==> config.mk <==
export PLATFORM = sky130hd
export DESIGN_NAME = led_pattern_feeder
export DESIGN_NICKNAME = d
export VERILOG_FILES = /design/src/rtl/led_pkg.sv /design/src/rtl/led_tick_gen.sv /design/src/rtl/led_pattern_feeder.sv
export SDC_FILE = /design/constraint.sdc
export NUM_CORES = 1
export LEC_CHECK = 0
export CORE_MARGIN = 8
export CORE_UTILIZATION = 30
export DETAILED_ROUTE_END_ITERATION = 10
export MAX_ROUTING_LAYER = met4
export PLACE_DENSITY = 0.45
export SKIP_LAST_GASP = 1
export SLEW_MARGIN = 0
export SYNTH_ARGS = -nofsm -noshare
export SYNTH_HDL_FRONTEND = slang
export SYNTH_HIERARCHICAL = 1
export SYNTH_SLANG_ARGS = --single-unit
==> constraint.sdc <==
create_clock -name clk -period 6.9 [get_ports clk]
set_clock_uncertainty 0.15 [all_clocks]
set_input_delay 1.725 -clock clk [delete_from_list [all_inputs] [get_ports clk]]
set_output_delay 1.725 -clock clk [all_outputs]
set_load 0.005 [all_outputs]
==> src/rtl/led_pkg.sv <==
// Shared encodings for the LED pattern feeder: mode codes, FSM states and the LFSR step.
package led_pkg;

    localparam int unsigned LED_WIDTH = 8;

    localparam logic [1:0] MODE_INTERLEAVE = 2'd0;
    localparam logic [1:0] MODE_FILL       = 2'd1;
    localparam logic [1:0] MODE_CHASE      = 2'd2;
    localparam logic [1:0] MODE_LFSR       = 2'd3;

    typedef enum logic [1:0] {
        ST_IDLE  = 2'd0,
        ST_CLEAR = 2'd1,
        ST_RUN   = 2'd2
    } state_t;

    // 8-bit Fibonacci LFSR step, taps 8,6,5,4, shifting left with feedback into bit 0
    function automatic logic [7:0] lfsr_next(input logic [7:0] cur);
        return {cur[6:0], cur[7] ^ cur[5] ^ cur[4] ^ cur[3]};
    endfunction

endpackage

==> src/rtl/led_tick_gen.sv <==
// Free-running CLK_DIV prescaler with synchronous clear and a terminal-count tick.
module led_tick_gen #(
    parameter int unsigned CLK_DIV = 25_000_000
) (
    input  logic clk,
    input  logic reset,
    input  logic clr,
    output logic tick_c
);

    localparam int unsigned CNT_W = (CLK_DIV > 1) ? $clog2(CLK_DIV) : 1;
    localparam logic [CNT_W-1:0] CNT_MAX = CNT_W'(CLK_DIV - 1);

    logic [CNT_W-1:0] cnt_q;

    // Count 0..CLK_DIV-1, wrap on terminal count, hold at zero while cleared
    always_ff @(posedge clk or negedge reset) begin
        if (!reset) begin
            cnt_q <= '0;
        end else if (clr || (cnt_q == CNT_MAX)) begin
            cnt_q <= '0;
        end else begin
            cnt_q <= cnt_q + CNT_W'(1);
        end
    end

    assign tick_c = (cnt_q == CNT_MAX);

endmodule

==> src/rtl/led_pattern_feeder.sv <==
// Serial-bit and shift-strobe generator for an 8-bit SIPO LED register.
// Optional LFSR pattern on mode 3 is built only when LED_FEEDER_LFSR_EN is defined;
// otherwise mode 3 repeats the interleave pattern.
module led_pattern_feeder
    import led_pkg::*;
#(
    parameter int unsigned WIDTH     = LED_WIDTH,
    parameter int unsigned CLK_DIV   = 25_000_000,
    parameter logic [7:0]  LFSR_SEED = 8'hA5
) (
    input  logic             clk,
    input  logic             reset,
    input  logic             run,
    input  logic [1:0]       mode,
    input  logic             mode_valid,
    output logic             mode_ready,
    input  logic [WIDTH-1:0] q_fb,
    output logic             shift_en,
    output logic             s_in,
    output logic             busy
);

    localparam int unsigned PH_W = $clog2(2 * WIDTH);
    localparam int unsigned CC_W = $clog2(WIDTH);

    state_t           state_q, state_d;
    logic [1:0]       cur_mode_q, cur_mode_d;
    logic [PH_W-1:0]  phase_q, phase_d;
    logic [CC_W-1:0]  clr_cnt_q, clr_cnt_d;
    logic             shift_en_d, s_in_d;
    logic             accept_c, strobe_c, pat_bit_c;
    logic             tick_c, tick_clr_c;
    logic             unused_c;

`ifdef LED_FEEDER_LFSR_EN
    logic [7:0] lfsr_q, lfsr_d;
    assign unused_c = ^q_fb[WIDTH-1:1];
`else
    assign unused_c = ^{q_fb[WIDTH-1:1], LFSR_SEED};
`endif

    // Prescaler only runs while the FSM stays in RUN
    assign tick_clr_c = (state_q != ST_RUN) || (state_d != ST_RUN);

    led_tick_gen #(
        .CLK_DIV (CLK_DIV)
    ) u_tick (
        .clk    (clk),
        .reset  (reset),
        .clr    (tick_clr_c),
        .tick_c (tick_c)
    );

    // State and datapath registers; outputs registered from next-state values
    always_ff @(posedge clk or negedge reset) begin
        if (!reset) begin
            state_q    <= ST_IDLE;
            cur_mode_q <= MODE_INTERLEAVE;
            phase_q    <= '0;
            clr_cnt_q  <= '0;
            shift_en   <= 1'b0;
            s_in       <= 1'b0;
            busy       <= 1'b0;
            mode_ready <= 1'b1;
`ifdef LED_FEEDER_LFSR_EN
            lfsr_q     <= LFSR_SEED;
`endif
        end else begin
            state_q    <= state_d;
            cur_mode_q <= cur_mode_d;
            phase_q    <= phase_d;
            clr_cnt_q  <= clr_cnt_d;
            shift_en   <= shift_en_d;
            s_in       <= s_in_d;
            busy       <= (state_d == ST_CLEAR);
            mode_ready <= (state_d != ST_CLEAR);
`ifdef LED_FEEDER_LFSR_EN
            lfsr_q     <= lfsr_d;
`endif
        end
    end

    // Next-state, pattern selection and strobe generation
    always_comb begin
        state_d    = state_q;
        cur_mode_d = cur_mode_q;
        phase_d    = phase_q;
        clr_cnt_d  = clr_cnt_q;
        shift_en_d = 1'b0;
        s_in_d     = 1'b0;
        strobe_c   = 1'b0;
        pat_bit_c  = 1'b0;
        accept_c   = mode_valid & mode_ready;
`ifdef LED_FEEDER_LFSR_EN
        lfsr_d     = lfsr_q;
`endif

        case (cur_mode_q)
            MODE_FILL:       pat_bit_c = (phase_q < PH_W'(WIDTH));
            MODE_CHASE:      pat_bit_c = (phase_q == '0);
`ifdef LED_FEEDER_LFSR_EN
            MODE_LFSR:       pat_bit_c = lfsr_q[7];
            MODE_INTERLEAVE: pat_bit_c = ~q_fb[0];
`else
            MODE_INTERLEAVE,
            MODE_LFSR:       pat_bit_c = ~q_fb[0];
`endif
        endcase

        case (state_q)
            ST_IDLE: begin
                if (!accept_c && run) begin
                    state_d = ST_RUN;
                end
            end
            ST_CLEAR: begin
                if (clr_cnt_q == CC_W'(WIDTH - 1)) begin
                    clr_cnt_d = '0;
                    state_d   = run ? ST_RUN : ST_IDLE;
                end else begin
                    clr_cnt_d = clr_cnt_q + CC_W'(1);
                end
            end
            ST_RUN: begin
                if (!accept_c) begin
                    if (!run) begin
                        state_d = ST_IDLE;
                    end else if (tick_c) begin
                        strobe_c = 1'b1;
                    end
                end
            end
            default: state_d = ST_IDLE;
        endcase

        // A mode request restarts the pattern after a full flush
        if (accept_c) begin
            cur_mode_d = mode;
            phase_d    = '0;
            clr_cnt_d  = '0;
            state_d    = ST_CLEAR;
`ifdef LED_FEEDER_LFSR_EN
            lfsr_d     = LFSR_SEED;
`endif
        end

        if (strobe_c) begin
            shift_en_d = 1'b1;
            s_in_d     = pat_bit_c;
            case (cur_mode_q)
                MODE_FILL:  phase_d = (phase_q == PH_W'(2 * WIDTH - 1)) ? '0 : phase_q + PH_W'(1);
                MODE_CHASE: phase_d = (phase_q == PH_W'(WIDTH - 1)) ? '0 : phase_q + PH_W'(1);
                default:    phase_d = phase_q;
            endcase
`ifdef LED_FEEDER_LFSR_EN
            if (cur_mode_q == MODE_LFSR) begin
                lfsr_d = lfsr_next(lfsr_q);
            end
`endif
        end

        if (state_d == ST_CLEAR) begin
            shift_en_d = 1'b1;
            s_in_d     = 1'b0;
        end
    end

endmodule

==> flow_metrics.py, run 1 <==
metrics = {
    "routing": {
        "wl_per_cell_microns": 13.24,
        "postRouteWirelength_mm": 4.251,
        "firstDrtPassIters": 4,
        "viasPerCell": 4.844,
        "antenna_left": 0,
        "drc": 0,
        "vias": 1555,
        "drt_iter0_markers": 60,
    },
    "sta": {
        "max_freq_ghz": 0.3114,
        "hold_viol": 0,
        "finalCriticalPeriod_ns": 3.211,
        "fin_tns_setup_ns": 0,
        "slew_viol_final": 0,
        "relSlewSlack_pct": 27.80,
        "finalSetupViolations": 0,
        "whs_ns": 0.3191,
        "fin_crit_sh_pct": 46.54,
        "fin_ws_ns": 3.689,
        "worst_pin_slew_ns": 1.083,
        "rsz0062_at_grt": "no",
    },
    "floorplan": {
        "die_y_microns": 99.91,
        "core-area_sq_um": 6794,
        "die_x_microns": 99.91,
        "start_util_pct": 31.09,
        "die_area_sq_um": 9981,
        "io_pins": 18,
        "rows": 30,
    },
    "setup_path": {
        "r2r-end": "u_tick/cnt_q[10]$_DFF_PN0_",
        "critPathKind": "flop to output port",
        "path_delay_family": "flip-flops",
        "crit_fanout": 3,
        "crit_required_ns": 5.03,
        "start_kind": "flop",
        "max_stage_delay_ns": 0.54,
        "crit_buf_inv": 1,
        "crit_start": "mode_ready$_DFF_PN1_",
        "reg2regPathDepth": 5,
        "cp_slowest_cell": "dfstp_2",
        "crit_arrival_ns": 1.34,
        "cp-end-kind": "output port",
        "r2r_slack_ns": 4.14,
        "worstReg2RegStart": "u_tick/cnt_q[0]$_DFF_PN0_",
        "path_cells": "clkdlybuf4s50_1",
    },
    "place": {
        "place_congestion": 0.7452,
        "dp.cells": 313,
        "port_buffers": 10,
        "dpl_worst_slack_ns": 3.576,
        "placed_area_sq_um": 2282,
        "dp_hpwl_mm": 2.879,
    },
    "finish": {
        "syn2layout_area_growth_pct": 13.33,
        "stdcell_area_sq_um": 2394,
        "ff_latch_area_sq_um": 1002,
        "antennaDiodeCount": 0,
        "final_nets": 245,
        "utilization_pct": 35.23,
        "multi_input_area_sq_um": 1020,
        "drive_gt1_share_pct": 11.56,
        "nFillCells": 710,
        "final_cells": 321,
    },
    "clock_network": {
        "clk_pin_slew_ns": 0.08,
        "tritoncts": "done",
        "post_cts_resized": 0,
        "cts.sinks": 40,
        "cts_buffer_depth": 2,
        "clockRootBuffer": "clkbuf_8",
        "numCtsBuffers": 5,
        "post_cts_buffers": 0,
        "clock_latency_ns": 0.30,
        "htree_levels": 2,
        "postCtsHoldBufs": 0,
    },
    "power": {
        "p_per_area_nw_per_um2": 251.2,
        "p_clk_share_pct": 32.4,
        "total_leakage_power_nw": 0.9093,
        "p_comb_share_pct": 21.2,
        "vdd_ir_drop_max_mv": 0.1329,
        "power.total_mw": 0.6013,
        "pwr-share-seq_pct": 46.3,
        "sw_frac_of_total_pct": 28.90,
        "p_switching_mw": 0.1738,
        "internal_power_mw": 0.4275,
    },
    "grt": {
        "antenna_found_initial": 0,
        "grt_max_degree": 41,
        "grt_pass1_vias": 1532,
        "grt_pass1_wl_mm": 7.521,
        "grt_usage_pct": 9.800,
        "overflow": 0,
    },
    "synthesis": {
        "synth_commonest_cells": "dfrtp_1 (39), nor2_1 (22), nand2_1 (18)",
        "syn_area_sq_um": 2112,
        "yosysUniqueCellTypes": 45,
        "yosysTopAreaCell": "dfrtp_1",
        "yosysWarningCount": 6,
        "async_flop_share_pct": 100.0,
        "yosysMostFrequentCell": "dfrtp_1",
        "synth_cells": 215,
        "yosysSeqAreaShare_pct": 47.45,
        "syn-num-nets": 236,
        "synthTopCellsByArea": "dfrtp_1 (46%), ha_1 (4.1%), xnor2_1 (4.1%), nor2_1 (3.9%), a21oi_1 (3.3%)",
        "avgSynthCellArea_sq_um": 9.823,
        "synth_seq_cells": 40,
        "synth_top_area_share_pct": 46.21,
        "synth_edf_count": 0,
        "synth-main-ff-cell": "dfrtp_1",
    },
    "run": {
        "drv_cap": 0,
    },
    "worst_hold_path": {
        "min-delay-start": "u_tick/cnt_q[0]$_DFF_PN0_",
        "hold_path_depth": 1,
        "hold_end": "u_tick/cnt_q[0]$_DFF_PN0_",
        "hold_class": "flop to flop",
    },
    "outcome": {
        "status": "completed",
    },
}
[flip-flops by register name, summed over array words and instances (netlist names)]
register	count
state_q	2
shift_en	1
s_in	1
cur_mode_q	2
mode_ready	1
busy	1
u_tick/cnt_q	25
clr_cnt_q	3
phase_q	4
[layer usage]
metal | track usage (%) | vias up | wire length [microns] | part of all wire, %
met4 | 4.889 | 0 | 95 | 2.2
met1 | 12.61 | 757 | 2201 | 52
li1 | - | 775 | - | -
met3 | 2.284 | 7 | 83 | 2.0
met5 | - | - | 0 | 0
met2 | 14.06 | 16 | 1870 | 44
[cell families (layout without fill, tap and decap cells)]
kind of cell,count (synthesis),count (layout),share of synthesized area [%]
compound gates,37,37,11.32
xor+xnor,13,13,5.391
fa+ha+maj,7,7,4.147
buf+inv,20,30,4.265
flops,40,40,47.45
mux,2,2,0.9479
simple gates,96,96,26.48
[layout make-up]
class | count | area share, %
clock inverters | 3 | 1.777
inverters | 12 | 1.882
repair buffers | 10 | 3.973
multi-input cells | 155 | 42.60
flip-flops and latches | 40 | 41.87
well taps | 96 | 5.018
clock buffers | 5 | 2.875
[cell usage in the layout (no fill, tap or decap), types with 5 or more instances in the layout]
master	n
clkbuf_8	5
dfrtp_1	39
o21ai_0	8
clkdlybuf4s50_1	9
ha_1	7
inv_1	11
nand2_1	18
nand3_1	11
nor2_1	22
or3_1	6
o31ai_1	5
a21oi_1	14
nor3_1	7
xnor2_1	10
or4_1	6
[power by group through the flow]
| stage | Sequential [mW] | Combinational (mW) | Clock (mW) |
|---|---|---|---|
| after floorplan | 0.282 | 0.0878 | 0 |
| after global placement | 0.284 | 0.129 | 0 |
| after detailed placement | 0.284 | 0.130 | 0 |
| after CTS | 0.279 | 0.131 | 0.204 |
| after global routing | 0.283 | 0.146 | 0.209 |
| final | 0.279 | 0.128 | 0.195 |
[worst max-delay path by stage]
stage / end / slack, ns / depth (start not counted)
after floorplan: u_tick/cnt_q[10]$_DFF_PN0_ / 4.26 / 6
after global placement: u_tick/cnt_q[21]$_DFF_PN0_ / 3.58 / 6
after detailed placement: u_tick/cnt_q[10]$_DFF_PN0_ / 3.58 / 6
after CTS: mode_ready / 3.66 / 1
after global routing: mode_ready / 3.65 / 1
final: mode_ready / 3.69 / 1
Power figures use the tool's default switching activity.
==> run 2: changes to the inputs <==
--- a/config.mk
+++ b/config.mk
@@ -9,7 +9,7 @@
 export CORE_UTILIZATION = 30
 export DETAILED_ROUTE_END_ITERATION = 10
 export MAX_ROUTING_LAYER = met4
-export PLACE_DENSITY = 0.45
+export PLACE_DENSITY = 0.47
 export SKIP_LAST_GASP = 1
 export SLEW_MARGIN = 0
 export SYNTH_ARGS = -nofsm -noshare
==> constraint.sdc (replaced) <==
create_clock -name clk -period 2.8 [get_ports clk]
set_clock_uncertainty 0.15 [all_clocks]
set_input_delay 0.7 -clock clk [delete_from_list [all_inputs] [get_ports clk]]
set_output_delay 0.7 -clock clk [all_outputs]
set_load 0.005 [all_outputs]
==> flow_metrics.py, run 2 (synthesis results as in run 1) <==
metrics = {
    "grt": {
        "overflow": 0,
        "grt_max_degree": 41,
        "antenna_found_initial": 0,
        "grt_pass1_wl_mm": 7.548,
        "grt_pass1_vias": 1582,
        "grt_usage_pct": 9.646,
    },
    "routing": {
        "drt_iter0_markers": 58,
        "wl_met1_mm": 2.201,
        "met3_wirelength_microns": 93,
        "met2_wirelength_mm": 2.037,
        "highest_layer": "met4",
        "firstDrtPassIters": 4,
        "antenna_left": 0,
        "postRouteWirelength_mm": 4.413,
        "viasPerCell": 4.815,
        "wl_per_cell_microns": 13.58,
        "vias": 1565,
        "drc": 0,
    },
    "setup_path": {
        "r2r-end": "phase_q[3]$_DFFE_PN0P_",
        "worstReg2RegStart": "u_tick/cnt_q[0]$_DFF_PN0_",
        "max_stage_delay_ns": 0.62,
        "reg2regPathDepth": 8,
        "r2r_slack_ns": 0.15,
        "path_cells": "ha_1 -> nand2_1 -> or4b_1 -> nor3_1 -> nand4b_4 -> or2_4 -> a21oi_2 -> nor4_2",
        "cp-end-kind": "flop",
        "crit_required_ns": 2.81,
        "cp_slowest_cell": "or4b_1",
        "start_kind": "flop",
        "crit_fanout": 5,
        "crit_arrival_ns": 2.67,
        "critPathKind": "flop to flop",
    },
    "sta": {
        "relSlewSlack_pct": 30.01,
        "fin_tns_setup_ns": 0,
        "finalCriticalPeriod_ns": 2.654,
        "max_freq_ghz": 0.3768,
        "slew_viol_final": 0,
        "finalSetupViolations": 0,
        "hold_viol": 0,
        "worst_pin_slew_ns": 1.044,
        "fin_crit_sh_pct": 94.79,
    },
    "outcome": {
        "status": "completed",
    },
    "floorplan": {
        "core-area_sq_um": 6794,
        "die_x_microns": 99.91,
        "die_area_sq_um": 9981,
        "die_y_microns": 99.91,
        "start_util_pct": 31.09,
        "rows": 30,
        "io_pins": 18,
    },
    "worst_hold_path": {
        "hold_class": "input pin to asynchronous set/reset pin",
    },
    "clock_network": {
        "postCtsHoldBufs": 0,
        "clock_latency_ns": 0.29,
        "cts_buffer_depth": 2,
        "tritoncts": "done",
        "post_cts_resized": 0,
        "cts.sinks": 40,
        "htree_levels": 2,
        "numCtsBuffers": 5,
        "post_cts_buffers": 0,
        "clk_pin_slew_ns": 0.08,
        "clockRootBuffer": "clkbuf_8",
    },
    "finish": {
        "final_cell_mix": "dfrtp_1 (39), nor2_1 (22), nand2_1 (18)",
        "drive_gt1_share_pct": 13.10,
        "final_common_cell": "dfrtp_1",
        "nFillCells": 714,
        "top_register": "u_tick/cnt_q",
        "largest_reg_flops": 25,
        "reg.largest.list": "u_tick/cnt_q x25, phase_q x4, clr_cnt_q x3",
        "utilization_pct": 35.58,
        "antennaDiodeCount": 0,
        "final_nets": 249,
        "syn2layout_area_growth_pct": 14.46,
    },
    "place": {
        "dp_hpwl_mm": 2.905,
        "port_buffers": 10,
        "place_congestion": 0.6976,
    },
    "power": {
        "total_leakage_power_nw": 0.9230,
        "vdd_ir_drop_max_mv": 0.2542,
        "p_per_area_nw_per_um2": 578.1,
    },
    "run": {
        "drv_cap": 0,
    },
}
==> run 2: power by group <==
group	leakage (nW)	switching [mW]	total [mW]	internal [mW]
Sequential	0.540	0.0409	0.689	0.649
Clock	0.0479	0.214	0.387	0.174
Combinational	0.335	0.175	0.321	0.146
Total	0.923	0.430	1.40	0.968
==> run 2: critical path, delay by kind of cell, from the launching register on <==
family | cells | cell delay, ns
adder cells (fa/ha/maj) | 1 | 0.25
flip-flops | 1 | 0.37
AND/OR/NAND/NOR | 6 | 1.65
AO/OA/AOI/OAI | 1 | 0.12
==> run 2: how the worst max path moves through the flow <==
| stage | end | startpoint | slack, ns |
|---|---|---|---|
| 5_1_grt | phase_q[3]$_DFFE_PN0P_ | u_tick/cnt_q[0]$_DFF_PN0_ | -0.002 |
| 2_1_floorplan | phase_q[3]$_DFFE_PN0P_ | u_tick/cnt_q[0]$_DFF_PN0_ | 0.34 |
| 3_3_place_gp | u_tick/cnt_q[5]$_DFF_PN0_ | u_tick/cnt_q[0]$_DFF_PN0_ | 0.05 |
| 4_1_cts | u_tick/cnt_q[11]$_DFF_PN0_ | u_tick/cnt_q[0]$_DFF_PN0_ | 0.06 |
| 3_5_place_dp | u_tick/cnt_q[4]$_DFF_PN0_ | u_tick/cnt_q[0]$_DFF_PN0_ | 0.07 |
| 6_report | phase_q[3]$_DFFE_PN0P_ | u_tick/cnt_q[0]$_DFF_PN0_ | 0.15 |
==> run 2: per-stage QoR <==
stage          hold WS (ns)  std cells  area, sq um  total power, mW  setup WS [ns]
3_3_place_gp         0.3025        316         2317            1.020        0.05373
3_5_place_dp         0.3049        316         2317            1.025        0.07216
5_1_grt              0.2302        325         2417            1.495      -0.002198
4_1_cts              0.2185        324         2405            1.424        0.05788
6_report             0.2117        325         2417            1.398         0.1460
2_1_floorplan        0.2544        215         2112           0.9120         0.3406
==> run 2: area by class of cell <==
cell class | instances | area, sq um | area share (%)
Inverter | 12 | 45.04 | 1.863
Timing Repair Buffer | 13 | 130.1 | 5.383
Clock inverter | 3 | 18.77 | 0.7764
Sequential cell | 40 | 1002 | 41.46
Clock buffer | 5 | 68.82 | 2.847
Tap cell | 96 | 120.1 | 4.969
Multi-Input combinational cell | 156 | 1032 | 42.70
==> run 2: layer usage <==
metal | track usage, % | up-vias
met1 | 12.23 | 758
met4 | 3.842 | 0
met2 | 14.78 | 16
li1 | - | 786
met3 | 1.869 | 5
met5 | - | -
